$ cat src/rtl/fetch_buffer_pkg.sv
// Shared widths, constants, FSM encoding and FIFO entry layout for the fetch buffer.
package fetch_buffer_pkg;
  localparam int INST_ADDR_W = 32;
  localparam int INST_W      = 32;

  localparam logic [INST_W-1:0] NOP_INST    = 32'h0000_0000;
  localparam logic              RST_ENABLE  = 1'b1;
  localparam logic              CHIP_ENABLE = 1'b1;

  typedef enum logic [1:0] {
    ST_IDLE = 2'd0,
    ST_BUSY = 2'd1,
    ST_DROP = 2'd2
  } fetch_state_e;

  typedef struct packed {
    logic [INST_ADDR_W-1:0] pc;
    logic [INST_W-1:0]      inst;
    logic                   adel;
  } fetch_entry_t;
endpackage

$ cat src/rtl/fetch_fifo.sv
// Synchronous FIFO of fetched instructions with flush; head entry read combinationally.
module fetch_fifo
  import fetch_buffer_pkg::*;
#(
  parameter int FIFO_DEPTH = 2,
  localparam int PTR_W = $clog2(FIFO_DEPTH),
  localparam int CNT_W = PTR_W + 1
) (
  input  logic             clk,
  input  logic             rst,
  input  logic             push,
  input  logic             pop,
  input  logic             flush,
  input  fetch_entry_t     push_entry,
  output logic [CNT_W-1:0] count,
  output fetch_entry_t     head_entry
);
  fetch_entry_t     mem_q [FIFO_DEPTH];
  fetch_entry_t     mem_d [FIFO_DEPTH];
  logic [PTR_W-1:0] wr_ptr_q, wr_ptr_d;
  logic [PTR_W-1:0] rd_ptr_q, rd_ptr_d;
  logic [CNT_W-1:0] count_q, count_d;

  always_comb begin
    mem_d    = mem_q;
    wr_ptr_d = wr_ptr_q;
    rd_ptr_d = rd_ptr_q;
    count_d  = count_q;
    if (flush) begin
      wr_ptr_d = '0;
      rd_ptr_d = '0;
      count_d  = '0;
    end else begin
      // When full, push and pop share a slot; the head is read from mem_q so it is unaffected.
      if (push) begin
        mem_d[wr_ptr_q] = push_entry;
        wr_ptr_d        = wr_ptr_q + PTR_W'(1);
      end
      if (pop) begin
        rd_ptr_d = rd_ptr_q + PTR_W'(1);
      end
      count_d = count_q + CNT_W'(push) - CNT_W'(pop);
    end
  end

  always_ff @(posedge clk) begin
    if (rst) begin
      for (int i = 0; i < FIFO_DEPTH; i++) mem_q[i] <= '0;
      wr_ptr_q <= '0;
      rd_ptr_q <= '0;
      count_q  <= '0;
    end else begin
      mem_q    <= mem_d;
      wr_ptr_q <= wr_ptr_d;
      rd_ptr_q <= rd_ptr_d;
      count_q  <= count_d;
    end
  end

  assign count      = count_q;
  assign head_entry = mem_q[rd_ptr_q];
endmodule

$ cat src/rtl/fetch_buffer.sv
// Instruction fetch buffer: single outstanding imem request, FIFO to decode, flush handling.
// Optional FETCH_ALIGN_CHECK_EN: misaligned fetch addresses bypass memory and queue an adel entry.
module fetch_buffer
  import fetch_buffer_pkg::*;
#(
  parameter int FIFO_DEPTH = 2
) (
  input  logic                   clk,
  input  logic                   rst,
  input  logic [INST_ADDR_W-1:0] pc_i,
  input  logic                   ce_i,
  input  logic                   flush_i,
  output logic                   bbl_o,
  output logic                   imem_req,
  output logic [INST_ADDR_W-1:0] imem_addr,
  input  logic                   imem_ack,
  input  logic [INST_W-1:0]      imem_rdata,
  input  logic                   id_ready,
  output logic                   id_valid,
  output logic [INST_ADDR_W-1:0] id_pc,
  output logic [INST_W-1:0]      id_inst,
  output logic                   id_adel
);
  localparam int CNT_W = $clog2(FIFO_DEPTH) + 1;

  fetch_state_e           state_q, state_d;
  logic [INST_ADDR_W-1:0] imem_addr_q, imem_addr_d;
  logic [CNT_W-1:0]       count;
  logic                   rst_active, misalign, space_ok;
  logic                   push_mem, push_align, push, pop, issue;
  fetch_entry_t           push_entry, head_entry;

  assign rst_active = (rst == RST_ENABLE);

`ifdef FETCH_ALIGN_CHECK_EN
  assign misalign = (pc_i[1:0] != 2'b00);
`else
  assign misalign = 1'b0;
`endif

  always_comb begin
    push_mem   = 1'b0;
    pop        = 1'b0;
    space_ok   = 1'b0;
    issue      = 1'b0;
    push_align = 1'b0;
    if (!rst_active) begin
      push_mem = (state_q == ST_BUSY) && imem_ack && !flush_i;
      pop      = id_valid && id_ready && !flush_i;
      space_ok = (int'(count) + int'(push_mem) - int'(pop)) < FIFO_DEPTH;
      // A misaligned fetch waits for the memory to go idle so it cannot overtake or collide with a push.
      issue    = (ce_i == CHIP_ENABLE) && !flush_i && space_ok &&
                 ((state_q == ST_IDLE) || imem_ack) &&
                 !(misalign && (state_q != ST_IDLE));
      push_align = issue && misalign;
    end
    push = push_mem || push_align;
    if (push_align) push_entry = '{pc: pc_i, inst: NOP_INST, adel: 1'b1};
    else            push_entry = '{pc: imem_addr_q, inst: imem_rdata, adel: 1'b0};
  end

  // imem_addr_q doubles as the tag pc of the outstanding request.
  always_comb begin
    state_d     = state_q;
    imem_addr_d = imem_addr_q;
    if (flush_i) begin
      if (state_q != ST_IDLE) state_d = imem_ack ? ST_IDLE : ST_DROP;
    end else if (issue && !misalign) begin
      state_d     = ST_BUSY;
      imem_addr_d = pc_i;
    end else if ((state_q != ST_IDLE) && imem_ack) begin
      state_d = ST_IDLE;
    end
  end

  always_ff @(posedge clk) begin
    if (rst_active) begin
      state_q     <= ST_IDLE;
      imem_addr_q <= '0;
    end else begin
      state_q     <= state_d;
      imem_addr_q <= imem_addr_d;
    end
  end

  fetch_fifo #(.FIFO_DEPTH(FIFO_DEPTH)) u_fifo (
    .clk        (clk),
    .rst        (rst_active),
    .push       (push),
    .pop        (pop),
    .flush      (flush_i),
    .push_entry (push_entry),
    .count      (count),
    .head_entry (head_entry)
  );

  assign bbl_o     = !issue;
  assign imem_req  = (state_q != ST_IDLE);
  assign imem_addr = imem_addr_q;
  assign id_valid  = (count != '0);
  assign id_pc     = head_entry.pc;
  assign id_inst   = head_entry.inst;
  assign id_adel   = head_entry.adel;
endmodule

$ cat config.mk
export PLATFORM = sky130hd
export DESIGN_NAME = fetch_buffer
export DESIGN_NICKNAME = d
export VERILOG_FILES = /design/src/rtl/fetch_buffer_pkg.sv /design/src/rtl/fetch_fifo.sv /design/src/rtl/fetch_buffer.sv
export SDC_FILE = /design/constraint.sdc
export NUM_CORES = 1
export LEC_CHECK = 0
export CAP_MARGIN = 10
export CORE_MARGIN = 3
export CORE_UTILIZATION = 30
export CTS_BUF_LIST = sky130_fd_sc_hd__clkbuf_4
export CTS_CLUSTER_SIZE = 16
export DETAILED_ROUTE_END_ITERATION = 7
export GPL_TIMING_DRIVEN = 0
export SYNTH_ARGS = -nofsm -noshare
export SYNTH_HDL_FRONTEND = slang
export SYNTH_HIERARCHICAL = 1
export SYNTH_SLANG_ARGS = --single-unit
$ cat constraint.sdc
create_clock -name clk -period 6.89 [get_ports clk]
set_clock_uncertainty 0.15 [all_clocks]
set_input_delay 1.0335 -clock clk [delete_from_list [all_inputs] [get_ports clk]]
set_output_delay 1.0335 -clock clk [all_outputs]
set_load 0.005 [all_outputs]
==> impl_metrics.env, run 1 <==
export IMPL_synth_compound_area_frac=0.0447
export IMPL_die_w_um=167
export IMPL_cts_buffers=17
export IMPL_seqPwrFrac=0.611
export IMPL_holdBufCountCts=0
export IMPL_cts_tree="done"
export IMPL_cts_buffer_depth=2
export IMPL_routed_wl_um=21500
export IMPL_synth_adder_area_share=0.00743
export IMPL_r2r_slack_ns=4.08
export IMPL_htree_levels=4
export IMPL_crit_buf_inv=3
export IMPL_finalSetupTns_ns=0
export IMPL_wire_per_inst_um=16.8
export IMPL_grt_pass1_wl_um=34100
export IMPL_crit_path_top_delay_cell="clkdlybuf4s50_1"
export IMPL_gp_congestion=0.784
export IMPL_pwr_share_comb=0.084
export IMPL_dr_pass1_iters=4
export IMPL_clkTransAtPathRegs_ns=0.14
export IMPL_viasPerCell=4.51
export IMPL_clkSinkCount=168
export IMPL_path_class="in -> out"
export IMPL_required_ns=5.71
export IMPL_grt_use_total=0.153
export IMPL_path_cells="clkdlybuf4s50_1, nor3b_1, ha_1, inv_1, fa_1, nor4b_4, nand2_1, clkdlybuf4s50_1"
export IMPL_die_area_sq_um=27800
export IMPL_drive_gt1_frac=0.138
export IMPL_cp_top_family="buffers and inverters"
export IMPL_hpwl_um=15700
export IMPL_p_sw_mw=0.415
export IMPL_vias=5779
export IMPL_synth_simple_area_share=0.199
export IMPL_cts_root_buf="clkbuf_4"
export IMPL_finalCriticalPeriod_ns=5.14
export IMPL_cp_depth=8
export IMPL_postLayoutCoreUtil=0.399
export IMPL_min_path_cells=2
export IMPL_hold_violations=0
export IMPL_reg2reg_depth=9
export IMPL_multi_input_area_sq_um=4030
export IMPL_status="complete, no violations"
export IMPL_yosysTopAreaCellShare=0.434
export IMPL_yosys_area_top_type="dfxtp_1"
export IMPL_clkPwrFrac=0.306
export IMPL_vdd_ir_drop_worst_uv=75.0
export IMPL_whs_ns=0.330
export IMPL_post_route_period_util=0.746
export IMPL_hold_class="reg -> reg"
export IMPL_maxSlewHeadroom=0.438
export IMPL_synth_most_common_cell="nand2b_1"
export IMPL_initial_core_util=0.307
export IMPL_synth_cells=751
export IMPL_avgSynthCellArea_sq_um=10.3
export IMPL_cp_end_kind="output pin"
export IMPL_insertion_delay_ns=0.55
export IMPL_ys_seq_area_frac=0.434
export IMPL_crit_fanout=14
export IMPL_finalNonFillerCells=1282
export IMPL_setup_violations_final=0
export IMPL_async_flop_share=0
export IMPL_cap_violations=0
export IMPL_area_growth_pct=30.0
export IMPL_die_y_um=167
export IMPL_drv_slew=0
export IMPL_p_int_mw=1.20
export IMPL_synth_top_family_by_area="multiplexers"
export IMPL_switching_share=0.257
export IMPL_nets=1013
export IMPL_crit_arrival_ns=3.95
export IMPL_syn_num_nets=825
export IMPL_p_per_area_nw_per_um2=160
export IMPL_postRouteAntennaNets=0
export IMPL_preCtsSetupSlack_ns=1.74
export IMPL_ys_warn_count=6
export IMPL_io_buffer_count=169
export IMPL_drt_initial_drc_count=246
export IMPL_synthTopCellsByCount="nand2b_1, dfxtp_1, mux2i_1"
export IMPL_fill_cells=2592
export IMPL_critPathMaxStageDelay_ns=0.69
export IMPL_fp_row_count=58
export IMPL_synth_area_sq_um=7750
export IMPL_area_sequential_sq_um=3360
export IMPL_synth_xor_area_frac=0.00517
export IMPL_dp_cells=1250
export IMPL_ys_types=38
export IMPL_grt_pass1_vias=5972
export IMPL_crit_top_cell="clkdlybuf4s50_1"
export IMPL_overflow=0
export IMPL_startpoint_type="input port"
export IMPL_drcViolationCount=0
export IMPL_finalWorstSetupSlack_ns=1.75
export IMPL_synth_area_leaders="dfxtp_1, mux2i_1, nand2b_1"
export IMPL_worst_slew_pin_transition_ns=0.843
export IMPL_ioPinCount=170
export IMPL_power_leakage_nw=3.86
export IMPL_cts_setup_buffers=0
export IMPL_synth_ff_type="dfxtp_1"
export IMPL_cts_resized=0
export IMPL_core_area_sq_um=25300
export IMPL_rsz0062_at_grt="false"
export IMPL_antenna_found_initial=1
export IMPL_fmax_ghz=0.195
export IMPL_synth_seq_cells=168
export IMPL_muxShareOfSynthArea=0.262
export IMPL_grt_max_degree=17
export IMPL_synth_edf_count=0
-- power groups by stage --
stage	Clock [mW]	Combinational, mW	Sequential [mW]
4_1_cts	0.524	0.137	0.986
2_1_floorplan	0	0.0587	1.00
3_3_place_gp	0	0.136	1.01
5_1_grt	0.562	0.147	0.988
6_report	0.493	0.135	0.986
3_5_place_dp	0	0.136	1.01
-- through the flow --
step                      total power [mW]  area (sq um)
after floorplan                       1.06          7750
after global placement                1.14          9850
after detailed placement              1.14          9850
after CTS                             1.65         10100
after global routing                  1.70         10100
final                                 1.61         10100
-- cell families after synthesis --
group | after synthesis
AO/OA/AOI/OAI | 67
other | 1
flip-flops | 168
AND/OR/NAND/NOR | 248
multiplexers | 195
adder cells (fa/ha/maj) | 4
buffers and inverters | 65
XOR/XNOR | 3
-- state kept, by name (all words and copies together) (netlist names) --
name and count:
u_fifo/rd_ptr_q 1, state_q 2, imem_addr 32, u_fifo/count 2, u_fifo/wr_ptr_q 1, u_fifo/mem_q 130
-- layout by cell type, fill, tap and decap left out, drive strengths merged, types with 30 or more instances in the layout --
cell and count:
nand3 32, mux2 65, clkbuf 49, a21oi 33
o21ai 32, buf 30, nand2b 195, mux2i 130
dfxtp 168, clkdlybuf4s50 169
-- routing by layer --
metal / wire length (um) / vias to the layer above / part of all wire / global-route usage
met3: 880 / 7 / 0.041 / 0.0375
li1: - / 2935 / - / -
met2: 9750 / 116 / 0.45 / 0.247
met5: 0 / - / 0 / 0
met1: 10700 / 2721 / 0.50 / 0.209
met4: 150 / 0 / 0.0070 / 0.0323
-- final timing paths --
kind                          from               end
setup / recovery           flush_i             bbl_o
setup reg to reg   u_fifo/count[1]      imem_addr[7]
hold reg to reg   u_fifo/mem_q[76]  u_fifo/mem_q[76]
hold / removal    u_fifo/mem_q[76]  u_fifo/mem_q[76]
-- cell type report --
type,count,share of cell area
antenna,2,0.000497
buffer,61,0.0343
clock buffer,18,0.0134
clock inverter,12,0.00795
inverter,4,0.00149
multi-input combinational,518,0.400
sequential,168,0.334
tap,330,0.0410
timing repair buffer,169,0.168
-- worst reg2reg max path, cell delays in order, from the launching register on --
cell and delay [ns]:
dfxtp_1 0.44, nor2_1 0.09, nor3b_1 0.33, ha_1 0.21, inv_1 0.05, fa_1 0.44
or4b_4 0.60, buf_6 0.17, o21ai_1 0.12, a21oi_1 0.08
Note: power is estimated with default switching activity, not from simulation.
==> run 2: changes to the inputs <==
==> constraint.sdc (replaced) <==
create_clock -name clk -period 4.1 [get_ports clk]
set_clock_uncertainty 0.15 [all_clocks]
set_input_delay 0.615 -clock clk [delete_from_list [all_inputs] [get_ports clk]]
set_output_delay 0.615 -clock clk [all_outputs]
set_load 0.005 [all_outputs]
==> impl_metrics.env, run 2 (synthesis results as in run 1) <==
export IMPL_path_cells="dlygate4sd2_1, nor3b_1, ha_1, inv_1, fa_1, nor4b_4, nand2_1, clkdlybuf4s50_1"
export IMPL_cts_buffers=17
export IMPL_vdd_ir_drop_worst_uv=127
export IMPL_drcViolationCount=0
export IMPL_finalCriticalPeriod_ns=3.81
export IMPL_initial_core_util=0.307
export IMPL_fill_cells=2594
export IMPL_gp_congestion=0.784
export IMPL_die_w_um=167
export IMPL_insertion_delay_ns=0.54
export IMPL_die_area_sq_um=27800
export IMPL_crit_buf_inv=3
export IMPL_vias=5769
export IMPL_area_growth_pct=30.1
export IMPL_core_area_sq_um=25300
export IMPL_grt_use_total=0.153
export IMPL_drv_slew=0
export IMPL_routed_wl_um=21500
export IMPL_cts_root_buf="clkbuf_4"
export IMPL_cap_violations=0
export IMPL_layout_common_cells="nand2b_1, dfxtp_1, clkdlybuf4s50_1"
export IMPL_drive_gt1_frac=0.139
export IMPL_final_common_cell="nand2b_1"
export IMPL_clkSinkCount=168
export IMPL_fp_row_count=58
export IMPL_wire_per_inst_um=16.8
export IMPL_worst_slew_pin_transition_ns=0.846
export IMPL_finalSetupTns_ns=0
export IMPL_grt_max_degree=17
export IMPL_postLayoutCoreUtil=0.399
export IMPL_whs_ns=0.330
export IMPL_critPathMaxStageDelay_ns=0.50
export IMPL_maxSlewHeadroom=0.436
export IMPL_post_route_period_util=0.930
export IMPL_rsz0062_at_grt="false"
export IMPL_use_met1=0.209
export IMPL_htree_levels=4
export IMPL_status="complete, no violations"
export IMPL_io_buffer_count=169
export IMPL_required_ns=3.34
export IMPL_nets=1014
export IMPL_area_sequential_sq_um=3360
export IMPL_drt_initial_drc_count=238
export IMPL_fmax_ghz=0.262
export IMPL_die_y_um=167
export IMPL_cts_buffer_depth=2
export IMPL_hold_class="reg -> reg"
export IMPL_multi_input_area_sq_um=4030
export IMPL_viasPerCell=4.50
export IMPL_crit_arrival_ns=3.05
export IMPL_dr_pass1_iters=4
export IMPL_clkTransAtPathRegs_ns=0.14
export IMPL_cp_top_family="buffers and inverters"
export IMPL_grt_met3_usage=0.0375
export IMPL_setup_violations_final=0
export IMPL_cp_end_kind="output pin"
export IMPL_grt_pass1_vias=5972
export IMPL_grt_busiest_layer="met2"
export IMPL_dp_cells=1250
export IMPL_finalNonFillerCells=1283
export IMPL_finalWorstSetupSlack_ns=0.289
export IMPL_met2_usage=0.247
export IMPL_preCtsSetupSlack_ns=-0.209
export IMPL_largest_reg_flops=130
export IMPL_hold_violations=0
export IMPL_path_class="in -> out"
export IMPL_startpoint_type="input port"
export IMPL_grt_pass1_wl_um=34100
export IMPL_top_register="u_fifo/mem_q"
export IMPL_ioPinCount=170
export IMPL_hpwl_um=15700
export IMPL_crit_fanout=14
export IMPL_crit_path_top_delay_cell="clkdlybuf4s50_1"
export IMPL_postRouteAntennaNets=0
export IMPL_overflow=0
export IMPL_p_per_area_nw_per_um2=269
export IMPL_cts_tree="done"
export IMPL_antenna_found_initial=1
export IMPL_power_leakage_nw=3.86
export IMPL_holdBufCountCts=0
run 2: cell count changes in the layout (fill, tap and decap cells not counted):
| cell | before | now |
|---|---|---|
| buf_4 | 10 | 11 |
| clkdlybuf4s50_1 | 169 | 168 |
| dlygate4sd2_1 | 0 | 1 |
run 2: tightest hold or removal path: stages, from the launching register on:
cell,delay [ns]
dfxtp_1,0.34
nand2b_1,0.06
mux2i_1,0.05
run 2: routing by layer:
metal,vias up,part of all wire,routed length [um]
li1,2935,-,-
met1,2715,0.50,10800
met2,112,0.45,9770
met3,7,0.039,844
met4,0,0.0070,150
met5,-,0,0
run 2: what timing repair did:
item                                    in CTS  in global routing
buffers inserted                             0                  1
resized for setup                            1                  0
endpoints found under the setup margin       1                  1
pin swaps                                    0                  1
run 2: worst paths after layout:
path	startpoint	endpoint	slack, ns	cells past startpoint
setup / recovery	flush_i	bbl_o	0.29	8
hold / removal	u_fifo/mem_q[76]	u_fifo/mem_q[76]	0.33	2
setup reg to reg	u_fifo/count[1]	imem_addr[31]	1.30	9
hold reg to reg	u_fifo/mem_q[76]	u_fifo/mem_q[76]	0.33	2
run 2: stage by stage:
stage,power (mW),cell area (sq um)
after floorplan,1.79,7750
after global placement,1.92,9850
after detailed placement,1.92,9850
after CTS,2.77,10100
after global routing,2.85,10100
final,2.71,10100
run 2: where the power goes:
group          internal [mW]  switching [mW]  total (mW)
Sequential              1.64          0.0127        1.66
Combinational          0.133          0.0940       0.227
Clock                  0.237           0.592       0.829
run 2: layout make-up:
type,count,share of cell area
diodes,2,0.000496
inverters,4,0.00149
flip-flops and latches,168,0.334
plain buffers,61,0.0343
repair buffers,170,0.168
well taps,330,0.0410
clock inverters,12,0.00794
clock buffers,18,0.0134
multi-input cells,518,0.399
